**config.mk**
```make
export PLATFORM = sky130hd
export DESIGN_NAME = uart_frame_loader_flat
export DESIGN_NICKNAME = d
export VERILOG_FILES = /design/src/rtl/uart_frame_loader_if.sv /design/src/rtl/uart_frame_loader.sv /design/src/flat_wrapper.sv
export SDC_FILE = /design/constraint.sdc
export NUM_CORES = 1
export LEC_CHECK = 0
export CAP_MARGIN = 20
export CORE_MARGIN = 1.5
export CORE_UTILIZATION = 54
export DETAILED_ROUTE_END_ITERATION = 7
export HOLD_SLACK_MARGIN = 0.06
export MAX_ROUTING_LAYER = met4
export PLACE_DENSITY = 0.77
export SYNTH_ARGS = -nofsm -noshare
export SYNTH_HDL_FRONTEND = slang
export SYNTH_SLANG_ARGS = --single-unit
```
**constraint.sdc**
```tcl
create_clock -name iCLK -period 3.2 [get_ports iCLK]
set_input_delay 0.64 -clock iCLK [delete_from_list [all_inputs] [get_ports iCLK]]
set_output_delay 0.64 -clock iCLK [all_outputs]
set_load 0.005 [all_outputs]
```
**src/rtl/uart_frame_loader_if.sv**
```systemverilog
// Byte-stream input and SDRAM write-side-1 port bundle for uart_frame_loader.
// The slave modport is the loader; the master modport is the environment around it.
interface uart_frame_loader_if;
    logic [7:0]  iRX_DATA;
    logic        iRX_FLAG;
    logic [15:0] oWR_DATA;
    logic        oWR;
    logic [22:0] oWR_ADDR;
    logic [22:0] oWR_MAX_ADDR;
    logic        oWR_LOAD;
    logic        oBUSY;
    logic        oDONE;
    logic        oERR;
    logic [2:0]  oSLOT;
    logic [18:0] oCOUNT;

    modport slave (
        input  iRX_DATA, iRX_FLAG,
        output oWR_DATA, oWR, oWR_ADDR, oWR_MAX_ADDR, oWR_LOAD,
        output oBUSY, oDONE, oERR, oSLOT, oCOUNT
    );

    modport master (
        output iRX_DATA, iRX_FLAG,
        input  oWR_DATA, oWR, oWR_ADDR, oWR_MAX_ADDR, oWR_LOAD,
        input  oBUSY, oDONE, oERR, oSLOT, oCOUNT
    );
endinterface

```
**src/rtl/uart_frame_loader.sv**
```systemverilog
// Parses a sync/slot header from UART bytes, reloads the SDRAM write address to the
// chosen frame slot and streams pixel bytes as single-cycle write strobes.
module uart_frame_loader #(
    parameter int          PIXELS      = 307200,
    parameter logic [22:0] SLOT_STRIDE = 23'h04B000,
    parameter int          NUM_SLOTS   = 5,
    parameter logic [7:0]  SYNC_BYTE   = 8'hA5,
    parameter int          LOAD_CYC    = 4,
    parameter int          TIMEOUT_CYC = 5_000_000
) (
    input logic                 iCLK,
    input logic                 iRST_N,
    uart_frame_loader_if.slave  bus
);
    localparam int TMR_W = $clog2(TIMEOUT_CYC);

    localparam logic [2:0] S_IDLE = 3'd0;
    localparam logic [2:0] S_HDR  = 3'd1;
    localparam logic [2:0] S_LOAD = 3'd2;
    localparam logic [2:0] S_DATA = 3'd3;
    localparam logic [2:0] S_DONE = 3'd4;

    localparam logic [TMR_W-1:0] TMR_LAST    = TMR_W'(TIMEOUT_CYC - 1);
    localparam logic [3:0]       LOAD_LAST   = 4'(LOAD_CYC);
    localparam logic [18:0]      PIX_LAST    = 19'(PIXELS);
    localparam logic [22:0]      PIX_SPAN    = 23'(PIXELS);
    localparam logic [7:0]       NUM_SLOTS_B = 8'(NUM_SLOTS);

    logic [2:0]       state;
    logic [TMR_W-1:0] timer;
    logic [3:0]       load_cnt;
    logic             pend_vld;
    logic [7:0]       pend_data;
    logic [2:0]       hdr_slot;
    logic [15:0]      wr_data;
    logic             wr;
    logic             wr_load;
    logic [22:0]      wr_addr;
    logic [22:0]      wr_max;
    logic             err;
    logic [2:0]       slot;
    logic [18:0]      count;

    logic        flag;
    logic [7:0]  rx;
    logic        slot_ok;
    logic        expired;
    logic [22:0] base_addr;
    logic [18:0] count_inc;

    assign flag      = bus.iRX_FLAG;
    assign rx        = bus.iRX_DATA;
    assign slot_ok   = rx < NUM_SLOTS_B;
    assign expired   = timer == TMR_LAST;
    assign base_addr = {15'd0, rx} * SLOT_STRIDE;
    assign count_inc = count + 19'd1;

    always_ff @(posedge iCLK or negedge iRST_N) begin
        if (!iRST_N) begin
            state     <= S_IDLE;
            timer     <= '0;
            load_cnt  <= '0;
            pend_vld  <= 1'b0;
            pend_data <= '0;
            hdr_slot  <= '0;
            wr_data   <= '0;
            wr        <= 1'b0;
            wr_load   <= 1'b0;
            wr_addr   <= '0;
            wr_max    <= PIX_SPAN;
            err       <= 1'b0;
            slot      <= '0;
            count     <= '0;
        end else begin
            wr      <= 1'b0;
            wr_load <= 1'b0;
            timer   <= timer + 1'b1;
            case (state)
                S_IDLE: begin
                    timer <= '0;
                    if (flag && rx == SYNC_BYTE)
                        state <= S_HDR;
                end
                S_HDR: begin
                    if (flag) begin
                        timer <= '0;
                        if (slot_ok) begin
                            wr_addr  <= base_addr;
                            wr_max   <= base_addr + PIX_SPAN;
                            err      <= 1'b0;
                            count    <= '0;
                            hdr_slot <= rx[2:0];
                            load_cnt <= '0;
                            pend_vld <= 1'b0;
                            state    <= S_LOAD;
                        end else begin
                            err   <= 1'b1;
                            state <= S_IDLE;
                        end
                    end else if (expired) begin
                        err   <= 1'b1;
                        timer <= '0;
                        state <= S_IDLE;
                    end
                end
                S_LOAD: begin
                    // A byte landing while the address reloads is parked, then
                    // flushed as the very first strobe when DATA begins.
                    if (flag) begin
                        pend_vld  <= 1'b1;
                        pend_data <= rx;
                    end
                    if (load_cnt == LOAD_LAST) begin
                        state    <= S_DATA;
                        timer    <= '0;
                        pend_vld <= 1'b0;
                        if (flag || pend_vld) begin
                            wr      <= 1'b1;
                            wr_data <= {8'h00, flag ? rx : pend_data};
                            count   <= count_inc;
                            if (count_inc == PIX_LAST)
                                state <= S_DONE;
                        end
                    end else if (!flag && expired) begin
                        err   <= 1'b1;
                        timer <= '0;
                        state <= S_IDLE;
                    end else begin
                        wr_load  <= 1'b1;
                        load_cnt <= load_cnt + 1'b1;
                        if (flag)
                            timer <= '0;
                    end
                end
                S_DATA: begin
                    // A received byte beats a simultaneous timer expiry.
                    if (flag) begin
                        timer   <= '0;
                        wr      <= 1'b1;
                        wr_data <= {8'h00, rx};
                        count   <= count_inc;
                        if (count_inc == PIX_LAST)
                            state <= S_DONE;
                    end else if (expired) begin
                        err   <= 1'b1;
                        timer <= '0;
                        state <= S_IDLE;
                    end
                end
                S_DONE: begin
                    slot  <= hdr_slot;
                    timer <= '0;
                    state <= S_IDLE;
                end
                default: state <= S_IDLE;
            endcase
        end
    end

    assign bus.oWR_DATA     = wr_data;
    assign bus.oWR          = wr;
    assign bus.oWR_ADDR     = wr_addr;
    assign bus.oWR_MAX_ADDR = wr_max;
    assign bus.oWR_LOAD     = wr_load;
    assign bus.oBUSY        = state != S_IDLE;
    assign bus.oDONE        = state == S_DONE;
    assign bus.oERR         = err;
    assign bus.oSLOT        = slot;
    assign bus.oCOUNT       = count;
endmodule

```
**src/flat_wrapper.sv**
```systemverilog
// flat-port wrapper written by rule: the top's interface ports become plain ports
module uart_frame_loader_flat 
#(
    parameter int          PIXELS      = 307200,
    parameter logic [22:0] SLOT_STRIDE = 23'h04B000,
    parameter int          NUM_SLOTS   = 5,
    parameter logic [7:0]  SYNC_BYTE   = 8'hA5,
    parameter int          LOAD_CYC    = 4,
    parameter int          TIMEOUT_CYC = 5_000_000
)
  (iCLK, iRST_N, bus_iRX_DATA, bus_iRX_FLAG, bus_oWR_DATA, bus_oWR, bus_oWR_ADDR, bus_oWR_MAX_ADDR, bus_oWR_LOAD, bus_oBUSY, bus_oDONE, bus_oERR, bus_oSLOT, bus_oCOUNT);
  uart_frame_loader_if bus_i ();
  input logic iCLK;
  input logic iRST_N;
  input wire logic [$bits(bus_i.iRX_DATA)-1:0] bus_iRX_DATA;
  input wire logic [$bits(bus_i.iRX_FLAG)-1:0] bus_iRX_FLAG;
  output wire logic [$bits(bus_i.oWR_DATA)-1:0] bus_oWR_DATA;
  output wire logic [$bits(bus_i.oWR)-1:0] bus_oWR;
  output wire logic [$bits(bus_i.oWR_ADDR)-1:0] bus_oWR_ADDR;
  output wire logic [$bits(bus_i.oWR_MAX_ADDR)-1:0] bus_oWR_MAX_ADDR;
  output wire logic [$bits(bus_i.oWR_LOAD)-1:0] bus_oWR_LOAD;
  output wire logic [$bits(bus_i.oBUSY)-1:0] bus_oBUSY;
  output wire logic [$bits(bus_i.oDONE)-1:0] bus_oDONE;
  output wire logic [$bits(bus_i.oERR)-1:0] bus_oERR;
  output wire logic [$bits(bus_i.oSLOT)-1:0] bus_oSLOT;
  output wire logic [$bits(bus_i.oCOUNT)-1:0] bus_oCOUNT;
  assign bus_i.iRX_DATA = bus_iRX_DATA;
  assign bus_i.iRX_FLAG = bus_iRX_FLAG;
  assign bus_oWR_DATA = bus_i.oWR_DATA;
  assign bus_oWR = bus_i.oWR;
  assign bus_oWR_ADDR = bus_i.oWR_ADDR;
  assign bus_oWR_MAX_ADDR = bus_i.oWR_MAX_ADDR;
  assign bus_oWR_LOAD = bus_i.oWR_LOAD;
  assign bus_oBUSY = bus_i.oBUSY;
  assign bus_oDONE = bus_i.oDONE;
  assign bus_oERR = bus_i.oERR;
  assign bus_oSLOT = bus_i.oSLOT;
  assign bus_oCOUNT = bus_i.oCOUNT;
  uart_frame_loader #(.PIXELS(PIXELS), .SLOT_STRIDE(SLOT_STRIDE), .NUM_SLOTS(NUM_SLOTS), .SYNC_BYTE(SYNC_BYTE), .LOAD_CYC(LOAD_CYC), .TIMEOUT_CYC(TIMEOUT_CYC)) u_core (.iCLK(iCLK), .iRST_N(iRST_N), .bus(bus_i));
endmodule
```
==> reports/qor.csv, run 1 <==
stage,metric,value,unit
outcome,status,"complete, but fails checks",
outcome,failing checks,negative setup slack,
placement,Post-DP HPWL,9.46,mm
floorplanning,Die X,108,µm
grt,largest net degree at the start of global routing,52,
critical_path,"delay-heaviest family, CP",adder cells,
detailed_routing,DRT Wirelength,13.8,mm
layout,Nets,806,
logic_synthesis,Post-synth top cells,"dfrtp_1, nand2_1, nor2_1, o21ai_0, buf_4",
floorplanning,Die Area,0.0116,mm²
sta,"crit path setup slack, layout",-0.130,ns
critical_path,CP startpoint kind,input pin,
min_path,Hold Crit Class,input pin to asynchronous set/reset pin,
critical_path,CP most frequent cell,ha_4,
sta,clock skew,0.0107,ns
floorplanning,DIE HEIGHT,108,µm
layout,share of cells above drive strength 1,0.196,
detailed_routing,post-route ant nets,0,
clock_tree,Clock Root Buffer,clkbuf_8,
grt,initial antenna violation count,0,
floorplanning,core footprint,0.0108,mm²
grt,GR Overflow Total,0,
logic_synthesis,post-synthesis register bit count,96,
logic_synthesis,Cells after Synth,650,
clock_tree,H-tree depth,3,
detailed_routing,drt initial violations,278,
sta,endpoints failing setup,4,
logic_synthesis,distinct cell type count after synthesis,63,
critical_path,"critical path fanouts, max",3,
logic_synthesis,"Seq/Total Area, Yosys",0.406,
logic_synthesis,yosys warns,0,
sta,RSZ-0062 raised after global routing,true,
detailed_routing,total number of vias,5002,
placement,number of port buffers,67,
logic_synthesis,"Cell Area, Synth",0.00593,mm²
grt,Total Routing Usage GR,0.251,
detailed_routing,DRC viols,0,
critical_path,Critical Path Max Stage Delay,0.52,ns
power_and_ir_drop,Max rail drop VDD,441,µV
critical_path,worst path bufs/invs,3,
logic_synthesis,Avg Synthesized Cell Area,9.13,µm²
critical_path,CP Capture Type,flop,
critical_path,CP arrival,3.59,ns
layout,multi-input logic area,0.00349,mm²
clock_tree,CTS Buffer Depth,2,
logic_synthesis,top-count cell post-synth,dfrtp_1,
sta,Tmin final,3.33,ns
sta,Tcrit/Tclk final,1.04,
sta,WHS,0.252,ns
clock_tree,CTS Buf Count,9,
grt,vias in the first global route,4791,
layout,area delta synth->final,27.9,%
layout,FF+latch area,0.00241,mm²
logic_synthesis,share of the synthesized area in the top cell type,0.388,
layout,ant diodes,0,
logic_synthesis,ys flop type,dfrtp_1,
detailed_routing,DR WL/cell,15.4,µm
power_and_ir_drop,LEAKAGE,3.36,nW
clock_tree,Clock Pin Slew Worst Setup and Hold Paths,0.09,ns
run,max cap viols,0,
critical_path,WP data required,3.47,ns
logic_synthesis,fraction of registers with async set/reset,1.00,
layout,# fillers,798,
power_and_ir_drop,Pwr Total,0.00325,W
detailed_routing,drt first pass iters,5,
detailed_routing,Vias/cell,5.56,
logic_synthesis,"top cells by area, synth","dfrtp_1, ha_1, nand2_1",
floorplanning,Initial Util,0.550,
logic_synthesis,"area leader, netlist",dfrtp_1,
critical_path,crit path max-delay cell type,fa_1,
sta,final slew viol count,0,
grt,global-route wire length before repair,22.3,mm
sta,Fmax,300,MHz
clock_tree,CTS tree,done,
sta,Hold Fails Final Rpt,0,
logic_synthesis,Post-synth EDFFs,0,
clock_tree,Clock Latency Late Sink,0.38,ns
placement,GPL Wtd Cong,0.842,
floorplanning,placement row count,38,
sta,Worst slew margin,0.567,
layout,Final Util,0.703,
critical_path,crit-path cells,buf_8 -> ha_4 -> ha_4 -> ha_4 -> inv_2 -> fa_1 -> inv_2 -> ha_4 -> o21a_1 -> o31a_1 -> o31ai_2 -> a21bo_2 -> nor4_4 -> xor2_1 -> o21ai_1,
floorplanning,I/O pins,100,
clock_tree,Sink Count,96,
critical_path,CP Class,input pin to flop,
sta,Least-Margin Pin Slew,0.644,ns
power_and_ir_drop,PD cells,428,mW/mm²
==> per-stage QoR <==
| step | setup slack (ns) | cell area [µm²] | TNS (ns) | std cells |
|---|---|---|---|---|
| floorplan | -0.171 | 6170 | -0.327 | 681 |
| global placement | -0.840 | 7050 | -7.25 | 873 |
| detailed placement | -0.927 | 7050 | -7.95 | 873 |
| CTS | -0.0680 | 7470 | -0.170 | 895 |
| global route | -0.210 | 7590 | -0.781 | 899 |
| finish | -0.130 | 7590 | -0.306 | 899 |
==> path summary, 6_finish.rpt <==
kind | from | to | slack (ns) | cells past startpoint
max in group asynchronous | iRST_N | u_core.pend_data[0]$_DFFE_PN0P_ | 2.29 | 2
min in group iCLK | u_core.bus.oWR_MAX_ADDR[12]$_DFFE_PN1P_ | u_core.bus.oWR_MAX_ADDR[12]$_DFFE_PN1P_ | 0.47 | 2
worst min register to register | u_core.bus.oWR_MAX_ADDR[12]$_DFFE_PN1P_ | u_core.bus.oWR_MAX_ADDR[12]$_DFFE_PN1P_ | 0.47 | 2
worst min-delay path | iRST_N | u_core.timer[10]$_DFF_PN0_ | 0.25 | 1
worst max register to register | u_core.bus.oCOUNT[1]$_DFFE_PN0P_ | u_core.state[1]$_DFFE_PN0P_ | 0.27 | 8
worst max-delay path | bus_iRX_DATA[3] | u_core.bus.oWR_MAX_ADDR[22]$_DFFE_PN0P_ | -0.13 | 15
==> flip-flops by register name, summed over array words and instances (netlist names), 3 cells and up <==
signal / cells
u_core.bus.oSLOT: 3
u_core.bus.oWR_DATA: 8
u_core.state: 3
u_core.hdr_slot: 3
u_core.bus.oWR_ADDR: 10
u_core.load_cnt: 4
u_core.timer: 23
u_core.pend_data: 8
u_core.bus.oWR_MAX_ADDR: 11
u_core.bus.oCOUNT: 19
==> kinds of logic after synthesis <==
group	count (synthesis)	synth area share
buffers and inverters	93	0.0826
flip-flops	96	0.406
adder cells (fa/ha/maj)	41	0.0953
XOR/XNOR	42	0.0620
AND/OR/NAND/NOR	229	0.189
AO/OA/AOI/OAI	133	0.137
multiplexers	15	0.0276
other	1	0.000632
==> worst register-to-register path: stages (launching register included) <==
cell,delay (ns)
dfrtp_1,0.50
ha_1,0.34
and4_1,0.43
nand4_4,0.15
or4_4,0.55
a221oi_2,0.33
nand4_2,0.21
a211oi_2,0.26
nor2_1,0.07
==> layout by cell type, fill, tap and decap left out, drive strengths merged, types with 4 or more instances in the layout <==
cell type	Yosys	final
a211oi	7	7
a21o	5	5
a21oi	30	30
and3	10	10
and4	4	4
buf	39	63
clkbuf	24	13
clkdlybuf4s50	0	58
conb	1	32
dfrtp	92	92
dfstp	4	4
fa	7	7
ha	34	34
inv	30	30
mux2	11	11
mux2i	4	4
nand2	80	80
nand3	19	19
nand4	11	11
nor2	56	56
nor2b	4	4
nor3	13	13
nor4	9	9
o21a	5	5
o21ai	57	57
o31ai	9	9
or3	7	7
xnor2	17	17
xor2	25	25
==> where the power goes <==
group          internal, W  leakage (nW)  switching [W]
Clock             0.000484         0.113       0.000420
Sequential         0.00123          1.32      0.0000101
Combinational     0.000568          1.93       0.000537
==> timing repair <==
item / in CTS / in global routing
resized for setup: 51 / 20
setup buffers: 6 / 4
hold buffers: 0 / 0
pin swaps: 22 / 16
hold endpoints to repair: 0 / 0
endpoints found under the setup margin: 10 / 8
==> final cells by class <==
class | instances | share of cell area
tap | 140 | 0.0231
inverter | 30 | 0.0148
timing repair buffer | 125 | 0.155
multi-input combinational | 492 | 0.459
clock buffer | 12 | 0.0204
sequential | 96 | 0.317
clock inverter | 4 | 0.0101
==> per-layer routing <==
layer / vias up / global-route usage / part of all wire
li1: 2392 / - / -
met1: 2446 / 0.293 / 0.41
met2: 133 / 0.421 / 0.52
met3: 31 / 0.0593 / 0.046
met4: 0 / 0.0987 / 0.022
met5: - / - / 0
Note: power is estimated with default switching activity, not from simulation.
==> inputs of run 2 (changes only) <==
==> constraint.sdc (replaced) <==
create_clock -name iCLK -period 3.2 [get_ports iCLK]
set_input_delay 0.32 -clock iCLK [delete_from_list [all_inputs] [get_ports iCLK]]
set_output_delay 0.32 -clock iCLK [all_outputs]
set_load 0.005 [all_outputs]
==> run 2 against run 1 <==
  * The run now ends clean
  * Fmax grew 6.1%
  * Hold slack gained 0.17 ns
  * Non-clock buffer count shrank 17
  * First-iteration DRC count shrank 15%
  * Clock power shrank 7.5%
  * Total power shrank 6.1%
  * Cell count shrank 1.9%
  * Routed wire length is essentially flat
  * Sequential power is essentially flat
  * Clock skew grew 0.010 ns
  * Utilization shrank 2.7 points
  * Critical path type unchanged
  * Critical endpoint is now u_core.bus.oWR_MAX_ADDR[21]$_DFFE_PN0P_
==> reports/qor.csv, run 2 (synthesized netlist as in run 1, its figures left out) <==
stage,metric,value,unit,change
outcome,status,"complete, no violations",,
critical_path,"delay-heaviest family, CP",adder cells,,
power_and_ir_drop,LEAKAGE,3.24,nW,-3.4%
critical_path,CP arrival,3.41,ns,-0.18 ns
clock_tree,Sink Count,96,,unchanged
critical_path,crit path max-delay cell type,fa_1,,
layout,"Most flops, register",u_core.timer,,
detailed_routing,Vias/cell,5.58,,+0.30%
sta,Least-Margin Pin Slew,0.715,ns,+0.0708 ns
floorplanning,placement row count,38,,unchanged
critical_path,"critical path fanouts, max",4,,+1
sta,Fmax,319,MHz,+6.1%
placement,Place WS,-0.690,ns,+0.237 ns
sta,Tcrit/Tclk final,0.981,,-0.0597
sta,endpoints failing setup,0,,-4
sta,final slew viol count,0,,unchanged
floorplanning,I/O pins,100,,unchanged
layout,Final Util,0.676,,-0.0270
floorplanning,DIE HEIGHT,108,µm,unchanged
placement,Post-DP HPWL,9.57,mm,+1.3%
clock_tree,H-tree depth,3,,unchanged
min_path,Hold Crit Class,input pin to flop,,
grt,vias in the first global route,4811,,+0.42%
clock_tree,Clock Pin Slew Worst Setup and Hold Paths,0.11,ns,+0.02 ns
layout,share of cells above drive strength 1,0.163,,-0.0332
critical_path,worst path bufs/invs,3,,unchanged
sta,Worst slew margin,0.523,,-0.0439
clock_tree,Clock Root Buffer,clkbuf_8,,
detailed_routing,DR WL/cell,15.7,µm,+1.9%
layout,number of flip-flops in the largest register,23,,unchanged
critical_path,Critical Path Max Stage Delay,0.51,ns,about the same
detailed_routing,drt initial violations,236,,-15%
clock_tree,CTS Buffer Depth,2,,unchanged
clock_tree,CTS Buf Count,9,,unchanged
grt,Total Routing Usage GR,0.247,,-0.00395
critical_path,WP data required,3.47,ns,about the same
detailed_routing,DRT Wirelength,13.8,mm,about the same
floorplanning,Die X,108,µm,unchanged
detailed_routing,DRC viols,0,,unchanged
grt,global-route wire length before repair,22.3,mm,-0.31%
placement,GPL Wtd Cong,0.854,,+1.5%
critical_path,CP startpoint kind,input pin,,
power_and_ir_drop,Max rail drop VDD,414,µV,-6.1%
grt,GR Overflow Total,0,,unchanged
layout,# fillers,801,,+0.38%
clock_tree,Clock Latency Late Sink,0.39,ns,about the same
detailed_routing,post-route ant nets,0,,unchanged
sta,WHS,0.427,ns,+0.175 ns
layout,"commonest non-fill, non-tap cell in the layout",dfrtp_1,,
layout,ant diodes,0,,unchanged
power_and_ir_drop,Pwr Total,0.00305,W,-6.1%
floorplanning,Die Area,0.0116,mm²,unchanged
critical_path,CP Capture Type,flop,,
floorplanning,Initial Util,0.550,,unchanged
power_and_ir_drop,PD cells,418,mW/mm²,-2.3%
critical_path,CP Class,input pin to flop,,
clock_tree,CTS tree,done,,
sta,Hold Fails Final Rpt,0,,unchanged
layout,Nets,789,,-2.1%
run,max cap viols,0,,unchanged
sta,Tmin final,3.14,ns,-0.191 ns
placement,number of port buffers,67,,unchanged
floorplanning,core footprint,0.0108,mm²,unchanged
sta,"crit path setup slack, layout",0.0615,ns,+0.191 ns
layout,area delta synth->final,23.0,%,
detailed_routing,drt first pass iters,5,,unchanged
critical_path,crit-path cells,clkdlybuf4s15_1 -> ha_4 -> ha_1 -> inv_2 -> fa_1 -> fa_1 -> inv_2 -> ha_4 -> o21a_1 -> nand2_1 -> a211oi_2 -> nor2_1 -> xnor2_1 -> o21ai_1,,
sta,clock skew,0.0211,ns,+0.0104 ns
detailed_routing,total number of vias,4922,,-1.6%
layout,"leading cell types in the layout, fill and taps excluded","dfrtp_1, nand2_1, clkdlybuf4s50_1, nor2_1, o21ai_0",,
grt,initial antenna violation count,0,,unchanged
grt,largest net degree at the start of global routing,58,,+12%
-- run 2: worst reg2reg max path, stage by stage (launching register included) --
cell and delay, ns:
dfrtp_1 0.51, ha_1 0.33, and4_1 0.38, nand4_4 0.16, or4_4 0.56, a221oi_2 0.34, nand4_2 0.23, a211oi_2 0.28
nor2_1 0.08
-- run 2: worst paths after layout --
kind / to / depth (start not counted) / slack, ns / start
worst min-delay path: u_core.pend_data[7]$_DFFE_PN0P_ / 3 / 0.43 / bus_iRX_DATA[7]
max in group asynchronous: u_core.bus.oWR_MAX_ADDR[18]$_DFFE_PN1P_ / 3 / 1.85 / iRST_N
worst max-delay path: u_core.bus.oWR_MAX_ADDR[21]$_DFFE_PN0P_ / 14 / 0.06 / bus_iRX_DATA[4]
worst max register to register: u_core.state[1]$_DFFE_PN0P_ / 8 / 0.24 / u_core.bus.oCOUNT[0]$_DFFE_PN0P_
worst min register to register: u_core.bus.oWR_MAX_ADDR[12]$_DFFE_PN1P_ / 2 / 0.48 / u_core.bus.oWR_MAX_ADDR[12]$_DFFE_PN1P_
min in group asynchronous: u_core.bus.oWR_ADDR[14]$_DFFE_PN0P_ / 2 / 0.54 / iRST_N
-- run 2: power breakdown --
group	total (W)	switching (W)	internal [W]
clock network	0.000836	0.000430	0.000406
logic	0.000977	0.000495	0.000481
registers	0.00124	0.00000987	0.00123
-- run 2: cell type report --
type,instances,area [µm²],area share
clock buffer,12,155,0.0213
clock inverter,4,52.6,0.00720
inverter,30,113,0.0154
multi-input combinational,492,3410,0.468
sequential,96,2410,0.330
tap,140,175,0.0240
timing repair buffer,108,982,0.135
-- run 2: routing by layer --
metal  vias up  track usage  share of wire
met2       119        0.407           0.51
met5         -            -              0
met4         0        0.103          0.023
met3        31       0.0515          0.046
met1      2423        0.297           0.42
li1       2349            -              -
-- run 2: timing repair --
| action | in CTS | in global routing |
|---|---|---|
| buffers inserted | 1 | 0 |
| pin swaps | 15 | 13 |
| gates resized for setup | 21 | 27 |
| endpoints found under the hold margin | 52 | 0 |
| endpoints found under the setup margin | 6 | 2 |
| hold buffers | 1 | 0 |
-- run 2: per-stage QoR --
stage | instances | cell area, µm² | setup TNS [ns]
6_report | 882 | 7300 | 0
5_1_grt | 882 | 7300 | -0.0286
4_1_cts | 882 | 7120 | 0
3_5_place_dp | 864 | 6860 | -4.68
3_3_place_gp | 864 | 6860 | -3.54
2_1_floorplan | 681 | 6100 | 0
